$ cat src/rtl/scazator_16bit_pipe_if.sv
// Operand/result bundle for the 16-bit pipelined subtractor.
// The master side supplies operands and accepts results; the slave side is the subtractor.
interface scazator_16bit_pipe_if;
    logic        in_valid;
    logic        in_ready;
    logic [15:0] a;
    logic [15:0] b;
    logic        bin;
    logic        out_valid;
    logic        out_ready;
    logic [15:0] diff;
    logic        bout;
    logic        ovf;
    logic        zero;

    modport master (
        output in_valid, a, b, bin, out_ready,
        input  in_ready, out_valid, diff, bout, ovf, zero
    );

    modport slave (
        input  in_valid, a, b, bin, out_ready,
        output in_ready, out_valid, diff, bout, ovf, zero
    );
endinterface

$ cat src/rtl/scazator_16bit_pipe.sv
// Two-stage 16-bit subtractor (a - b - bin) with valid/ready flow control.
// Stage 1 registers four 4-bit group sums of a + ~b with their propagate and
// generate bits; stage 2 resolves the group carries with one lookahead level,
// corrects the group sums and registers diff, bout, ovf and zero.
module scazator_16bit_pipe (
    input  logic                  clk,
    input  logic                  rst,
    scazator_16bit_pipe_if.slave  bus
);
    localparam int DATA_W = 16;
    localparam int GRP_W  = 4;
    localparam int NGRP   = DATA_W / GRP_W;

    // Lookahead over the four groups; returns {c16, c12, c8, c4, c0}.
    function automatic logic [NGRP:0] group_carries(
        input logic [NGRP-1:0] p,
        input logic [NGRP-1:0] g,
        input logic            cin
    );
        logic [NGRP:0] c;
        c[0] = cin;
        c[1] = g[0] | (p[0] & cin);
        c[2] = g[1] | (p[1] & g[0]) | (p[1] & p[0] & cin);
        c[3] = g[2] | (p[2] & g[1]) | (p[2] & p[1] & g[0]) | (p[2] & p[1] & p[0] & cin);
        c[4] = g[3] | (p[3] & g[2]) | (p[3] & p[2] & g[1]) | (p[3] & p[2] & p[1] & g[0])
             | (&p & cin);
        return c;
    endfunction

    // Stage 1 state
    logic [DATA_W-1:0] sum_p1;
    logic [NGRP-1:0]   p_p1;
    logic [NGRP-1:0]   g_p1;
    logic              cin_p1;
    logic              a15_p1;
    logic              b15_p1;
    logic              vld_p1;

    // Stage 2 (output) state
    logic [DATA_W-1:0] diff_p2;
    logic              bout_p2;
    logic              ovf_p2;
    logic              zero_p2;
    logic              vld_p2;

    // Flow control
    logic s2_load;
    logic s1_load;
    logic in_fire;

    assign s2_load     = !vld_p2 || bus.out_ready;
    assign s1_load     = !vld_p1 || s2_load;
    assign bus.in_ready = s1_load && !rst;
    assign in_fire     = bus.in_valid && bus.in_ready;

    // ---- stage 0 -> 1: raw group sums with group carry-in 0 ----
    logic [DATA_W-1:0] raw_sum;
    logic [NGRP-1:0]   grp_p;
    logic [NGRP-1:0]   grp_g;

    for (genvar gi = 0; gi < NGRP; gi++) begin : g_s1
        logic [GRP_W-1:0] nb;
        logic [GRP_W:0]   gsum;
        assign nb                      = ~bus.b[gi*GRP_W +: GRP_W];
        assign gsum                    = {1'b0, bus.a[gi*GRP_W +: GRP_W]} + {1'b0, nb};
        assign raw_sum[gi*GRP_W +: GRP_W] = gsum[GRP_W-1:0];
        assign grp_g[gi]               = gsum[GRP_W];
        assign grp_p[gi]               = &(bus.a[gi*GRP_W +: GRP_W] ^ nb);
    end

    // ---- stage 1 -> 2: carry resolution and group correction ----
    logic [NGRP:0]     carries;
    logic [DATA_W-1:0] diff_nxt;
    logic              ovf_nxt;

    assign carries = group_carries(p_p1, g_p1, cin_p1);

    for (genvar gi = 0; gi < NGRP; gi++) begin : g_s2
        assign diff_nxt[gi*GRP_W +: GRP_W] =
            sum_p1[gi*GRP_W +: GRP_W] + {{(GRP_W-1){1'b0}}, carries[gi]};
    end

    assign ovf_nxt = (a15_p1 != b15_p1) && (diff_nxt[DATA_W-1] != a15_p1);

    // Stage 1 operand data; loaded whenever stage 1 may advance.
    always_ff @(posedge clk) begin
        if (s1_load) begin
            sum_p1 <= raw_sum;
            p_p1   <= grp_p;
            g_p1   <= grp_g;
            cin_p1 <= !bus.bin;
            a15_p1 <= bus.a[DATA_W-1];
            b15_p1 <= bus.b[DATA_W-1];
        end
    end

    // Valid bits and the output register; cleared immediately by reset.
    always_ff @(posedge clk or posedge rst) begin
        if (rst) begin
            vld_p1  <= 1'b0;
            vld_p2  <= 1'b0;
            diff_p2 <= '0;
            bout_p2 <= 1'b0;
            ovf_p2  <= 1'b0;
            zero_p2 <= 1'b0;
        end else begin
            if (s1_load) begin
                vld_p1 <= in_fire;
            end
            if (s2_load) begin
                vld_p2  <= vld_p1;
                diff_p2 <= diff_nxt;
                bout_p2 <= !carries[NGRP];
                ovf_p2  <= ovf_nxt;
                zero_p2 <= (diff_nxt == '0);
            end
        end
    end

    assign bus.out_valid = vld_p2;
    assign bus.diff      = diff_p2;
    assign bus.bout      = bout_p2;
    assign bus.ovf       = ovf_p2;
    assign bus.zero      = zero_p2;
endmodule

$ cat src/flat_wrapper.sv
// flat-port wrapper written by rule: the top's interface ports become plain ports
module scazator_16bit_pipe_flat 
  (clk, rst, bus_in_valid, bus_a, bus_b, bus_bin, bus_out_ready, bus_in_ready, bus_out_valid, bus_diff, bus_bout, bus_ovf, bus_zero);
  scazator_16bit_pipe_if bus_i ();
  input  logic clk;
  input  logic rst;
  input wire logic [$bits(bus_i.in_valid)-1:0] bus_in_valid;
  input wire logic [$bits(bus_i.a)-1:0] bus_a;
  input wire logic [$bits(bus_i.b)-1:0] bus_b;
  input wire logic [$bits(bus_i.bin)-1:0] bus_bin;
  input wire logic [$bits(bus_i.out_ready)-1:0] bus_out_ready;
  output wire logic [$bits(bus_i.in_ready)-1:0] bus_in_ready;
  output wire logic [$bits(bus_i.out_valid)-1:0] bus_out_valid;
  output wire logic [$bits(bus_i.diff)-1:0] bus_diff;
  output wire logic [$bits(bus_i.bout)-1:0] bus_bout;
  output wire logic [$bits(bus_i.ovf)-1:0] bus_ovf;
  output wire logic [$bits(bus_i.zero)-1:0] bus_zero;
  assign bus_i.in_valid = bus_in_valid;
  assign bus_i.a = bus_a;
  assign bus_i.b = bus_b;
  assign bus_i.bin = bus_bin;
  assign bus_i.out_ready = bus_out_ready;
  assign bus_in_ready = bus_i.in_ready;
  assign bus_out_valid = bus_i.out_valid;
  assign bus_diff = bus_i.diff;
  assign bus_bout = bus_i.bout;
  assign bus_ovf = bus_i.ovf;
  assign bus_zero = bus_i.zero;
  scazator_16bit_pipe u_core (.clk(clk), .rst(rst), .bus(bus_i));
endmodule
$ cat config.mk
export PLATFORM = sky130hd
export DESIGN_NAME = scazator_16bit_pipe_flat
export DESIGN_NICKNAME = d
export VERILOG_FILES = /design/src/rtl/scazator_16bit_pipe_if.sv /design/src/rtl/scazator_16bit_pipe.sv /design/src/flat_wrapper.sv
export SDC_FILE = /design/constraint.sdc
export NUM_CORES = 1
export LEC_CHECK = 0
export CAP_MARGIN = 20
export CORE_ASPECT_RATIO = 1.5
export CORE_MARGIN = 2
export CORE_UTILIZATION = 35
export CTS_BUF_LIST = sky130_fd_sc_hd__clkbuf_4
export DETAILED_ROUTE_END_ITERATION = 16
export PLACE_DENSITY = 0.58
export SYNTH_ARGS = -nofsm -noshare
export SYNTH_HDL_FRONTEND = slang
export SYNTH_SLANG_ARGS = --single-unit
$ cat constraint.sdc
create_clock -name clk -period 2.79 [get_ports clk]
set_input_delay 0.279 -clock clk [delete_from_list [all_inputs] [get_ports clk]]
set_output_delay 0.279 -clock clk [all_outputs]
set_load 0.05 [all_outputs]
==> impl_metrics.prom <==
# TYPE chip_impl_metric gauge
chip_impl_metric{name="core.rowCount",unit=""} 37
chip_impl_metric{name="finalWirelength",unit="mm"} 4.26
chip_impl_metric{name="worst-r2r-cell-count",unit=""} 9
chip_impl_info{name="yosys.area.top_type",value="sky130_fd_sc_hd__edfxtp_1"} 1
chip_impl_metric{name="grt.met1_usage",unit=""} 0.156
chip_impl_metric{name="post_synth_inst_count",unit=""} 208
chip_impl_metric{name="via_per_inst",unit=""} 4.62
chip_impl_metric{name="r2r_slack",unit="ns"} 0.61
chip_impl_metric{name="max_slew.worst_pin.slew",unit="ns"} 0.784
chip_impl_metric{name="dieHeight",unit="µm"} 106
chip_impl_metric{name="p_per_area",unit="nW/µm²"} 711
chip_impl_metric{name="post_route_cells_drive_above_1_share",unit=""} 0.0478
chip_impl_metric{name="static-leakage-power",unit="nW"} 1.52
chip_impl_metric{name="chipWidth",unit="µm"} 72.0
chip_impl_metric{name="number_of_enable_type_register_cells_in_the_synthesized_netlist",unit=""} 27
chip_impl_info{name="cts-root-buf",value="sky130_fd_sc_hd__clkbuf_4"} 1
chip_impl_metric{name="die_area",unit="µm²"} 7640
chip_impl_metric{name="grt_util_all_layers",unit=""} 0.128
chip_impl_metric{name="synth_sequential_area_ratio",unit=""} 0.550
chip_impl_metric{name="port_buffers",unit=""} 57
chip_impl_info{name="leading_cell_type_by_number_of_instances_after_synthesis",value="sky130_fd_sc_hd__nand2_1"} 1
chip_impl_metric{name="final.setup_skew",unit="ns"} 0.00962
chip_impl_metric{name="final_area",unit="µm²"} 3230
chip_impl_info{name="worstReg2RegEnd",value="u_core.bus.zero"} 1
chip_impl_metric{name="critical_path_required",unit="ns"} 3.09
chip_impl_metric{name="final_period_minus_worst_setup_slack",unit="ns"} 2.18
chip_impl_info{name="synth_flop_type",value="sky130_fd_sc_hd__edfxtp_1"} 1
chip_impl_info{name="grt_setup_unrepaired",value="no"} 1
chip_impl_metric{name="cts.clk_slew.worst_paths",unit="ns"} 0.14
chip_impl_metric{name="synthArstFlopShare",unit=""} 0.438
chip_impl_info{name="cts_tree",value="built"} 1
chip_impl_metric{name="postCtsSetupRepairBufs",unit=""} 0
chip_impl_info{name="crit_chain",value="a21o_1 -> a21o_1 -> a21o_1 -> ha_1 -> ha_1 -> xor2_1 -> nor4_1 -> nand4_1 -> o21ai_0"} 1
chip_impl_metric{name="tritoncts_num_sinks",unit=""} 48
chip_impl_metric{name="finalHoldViolations",unit=""} 0
chip_impl_metric{name="final_nets",unit=""} 336
chip_impl_metric{name="area_growth_syn_to_layout",unit="%"} 32.9
chip_impl_info{name="crit_path_frequent_cell",value="sky130_fd_sc_hd__a21o_1"} 1
chip_impl_metric{name="final_max_slew_viol_count",unit=""} 0
chip_impl_info{name="outcome",value="complete, no violations"} 1
chip_impl_info{name="holdCritPathClass",value="input pin to async pin"} 1
chip_impl_metric{name="achievable-frequency",unit="MHz"} 459
chip_impl_metric{name="first_global_vias",unit=""} 1693
chip_impl_metric{name="drt_pass1_iterations",unit=""} 4
chip_impl_metric{name="arrival_worst_endpoint",unit="ns"} 2.48
chip_impl_metric{name="synthesis.yosys.warnings",unit=""} 0
chip_impl_metric{name="relSlewSlack",unit=""} 0.477
chip_impl_metric{name="synth-seq-cells",unit=""} 48
chip_impl_metric{name="remaining_drcs",unit=""} 0
chip_impl_metric{name="floorplan.core_area",unit="µm²"} 6810
chip_impl_metric{name="synthDistinctLibCells",unit=""} 22
chip_impl_metric{name="cell_count_after_placement",unit=""} 342
chip_impl_metric{name="numCtsBuffers",unit=""} 5
chip_impl_metric{name="cts_max_path_buffers",unit=""} 2
chip_impl_info{name="crit_type",value="register to register"} 1
chip_impl_metric{name="irDropWorstVdd",unit="mV"} 0.297
chip_impl_info{name="regToRegStartpoint",value="u_core.cin_p1"} 1
chip_impl_metric{name="postCtsHoldBufs",unit=""} 0
chip_impl_metric{name="dpl_cell_area",unit="µm²"} 3100
chip_impl_metric{name="drv.max_cap_violation_count",unit=""} 0
chip_impl_metric{name="hold-worst-slack",unit="ns"} 0.401
chip_impl_metric{name="floorplan.initialDensity",unit=""} 0.357
chip_impl_metric{name="setup_violations",unit=""} 0
chip_impl_info{name="synth.cells.most_frequent",value="28 x sky130_fd_sc_hd__nand2_1, 27 x sky130_fd_sc_hd__edfxtp_1, 24 x sky130_fd_sc_hd__ha_1"} 1
chip_impl_metric{name="netlist_area",unit="µm²"} 2430
chip_impl_metric{name="drt_iter0_drc",unit=""} 78
chip_impl_metric{name="worst_skew_pair.late_latency",unit="ns"} 0.37
chip_impl_metric{name="worst-path-buf-inv",unit=""} 0
chip_impl_info{name="worstSetupStartpointType",value="register"} 1
chip_impl_metric{name="pin_count_of_the_biggest_net_entering_global_routing",unit=""} 29
chip_impl_metric{name="fin_crit_share",unit=""} 0.780
chip_impl_info{name="slowest_stage",value="sky130_fd_sc_hd__edfxtp_1"} 1
chip_impl_info{name="end_kind",value="register"} 1
chip_impl_info{name="critical-path-top-delay-family",value="compound AO/OA/AOI/OAI gates"} 1
chip_impl_metric{name="detailed_place_hpwl",unit="mm"} 3.51
chip_impl_metric{name="overflow_left_after_global_routing",unit=""} 0
chip_impl_info{name="yosys-top-cells-area",value="sky130_fd_sc_hd__edfxtp_1 33%, sky130_fd_sc_hd__dfrtp_1 22%, sky130_fd_sc_hd__ha_1 12%"} 1
chip_impl_metric{name="grt_first_pass_wirelength",unit="mm"} 7.62
chip_impl_metric{name="grt.met2_usage",unit=""} 0.216
chip_impl_metric{name="antenna_cells",unit=""} 0
chip_impl_metric{name="cp_slowest_stage_delay",unit="ns"} 0.41
chip_impl_metric{name="htree_num_levels",unit=""} 2
chip_impl_metric{name="ant_nets",unit=""} 0
chip_impl_metric{name="worst-path-max-fanout",unit=""} 2
chip_impl_metric{name="netlist.area_leader.share",unit=""} 0.334
chip_impl_metric{name="grt_util_met3",unit=""} 0.0284
chip_impl_metric{name="gp_congestion",unit=""} 0.793
chip_impl_metric{name="ioPinCount",unit=""} 58
chip_impl_metric{name="post_cts_resize_count",unit=""} 0
chip_impl_metric{name="fin_setup_tns",unit="ns"} 0
chip_impl_metric{name="antenna_found_initial",unit=""} 0
chip_impl_metric{name="finalNonFillerCells",unit=""} 350
chip_impl_info{name="top_usage_layer",value="met2"} 1
chip_impl_metric{name="post_synth.cell_area_avg",unit="µm²"} 11.7
chip_impl_metric{name="synth.net_count",unit=""} 273
chip_impl_metric{name="detailroute.via_count",unit=""} 1616
chip_impl_metric{name="post_drt_wl_per_cell",unit="µm"} 12.2
-- layout make-up --
type / count / area [µm²]
Clock inverter: 3 / 90.1
Clock buffer: 5 / 37.5
Fill cell: 644 / 3580
Multi-Input combinational cell: 136 / 997
Inverter: 19 / 71.3
Sequential cell: 48 / 1340
Tap cell: 78 / 97.6
Timing Repair Buffer: 61 / 598
-- worst max-delay path by stage --
stage                         startpoint              end  slack, ns  cells after the start
floorplan           u_core.bus.out_valid     bus_in_ready       0.65                      4
global placement           u_core.cin_p1  u_core.bus.zero       0.67                      9
detailed placement         u_core.cin_p1  u_core.bus.zero       0.64                      9
CTS                        u_core.cin_p1  u_core.bus.zero       0.61                      9
global route               u_core.cin_p1  u_core.bus.zero       0.40                      9
finish                     u_core.cin_p1  u_core.bus.zero       0.61                      9
-- routing by layer --
metal,part of all wire,routed length (µm),vias up
li1,-,-,838
met1,0.42,1790,731
met2,0.52,2210,40
met3,0.037,156,7
met4,0.024,104,0
met5,0,0,-
-- logic make-up (layout without fill, tap and decap cells) --
kind of cell	after synthesis	after routing	synth area share
AOI/OAI and AO/OA	29	29	0.0757
and+or+nand+nor	62	62	0.116
DFF	48	48	0.550
buffers and inverters	24	88	0.0396
xor gates and xnor gates	16	16	0.0577
muxes	1	1	0.00412
adders and majority gates	28	28	0.157
-- stage by stage --
stage	util	total power [mW]	worst slack [ns]
3_5_place_dp	0.456	1.74	0.636
2_1_floorplan	-	1.45	0.649
6_report	0.474	2.29	0.613
5_1_grt	0.474	2.42	0.399
3_3_place_gp	0.456	1.73	0.672
4_1_cts	0.474	2.32	0.605
-- registers in the layout, summed over array words and instances, names as in the netlist --
name	flops
u_core.a15_p1	1
u_core.b15_p1	1
u_core.bus.bout	1
u_core.bus.diff	16
u_core.bus.out_valid	1
u_core.bus.ovf	1
u_core.bus.zero	1
u_core.cin_p1	1
u_core.g_p1	4
u_core.p_p1	4
u_core.sum_p1	16
u_core.vld_p1	1
-- report_power, final --
part | leakage (nW) | internal, mW | switching [mW]
logic | 0.911 | 0.290 | 0.462
registers | 0.539 | 0.892 | 0.0680
clock network | 0.0654 | 0.369 | 0.213
total | 1.52 | 1.55 | 0.743
-- layout by cell type (no fill, tap or decap) --
cell type                         instances
sky130_fd_sc_hd__nand3_1                  4
sky130_fd_sc_hd__nand2b_1                 2
sky130_fd_sc_hd__nand2_1                 28
sky130_fd_sc_hd__clkdlybuf4s50_1         56
sky130_fd_sc_hd__nor2_1                  16
sky130_fd_sc_hd__bufinv_16                3
sky130_fd_sc_hd__clkbuf_4                 5
sky130_fd_sc_hd__ha_1                    24
sky130_fd_sc_hd__xor2_1                  12
sky130_fd_sc_hd__nand4_1                  2
sky130_fd_sc_hd__inv_1                   19
sky130_fd_sc_hd__nor4_1                   3
sky130_fd_sc_hd__a21o_1                  15
sky130_fd_sc_hd__a31oi_1                  1
sky130_fd_sc_hd__and4_1                   4
sky130_fd_sc_hd__o21ai_0                  4
sky130_fd_sc_hd__mux2i_1                  1
sky130_fd_sc_hd__xnor2_1                  4
sky130_fd_sc_hd__nor2b_1                  3
sky130_fd_sc_hd__a21oi_1                  9
sky130_fd_sc_hd__dfrtp_1                 21
sky130_fd_sc_hd__fa_1                     4
sky130_fd_sc_hd__edfxtp_1                27
sky130_fd_sc_hd__buf_4                    5
(Power assumes the default switching activity.)
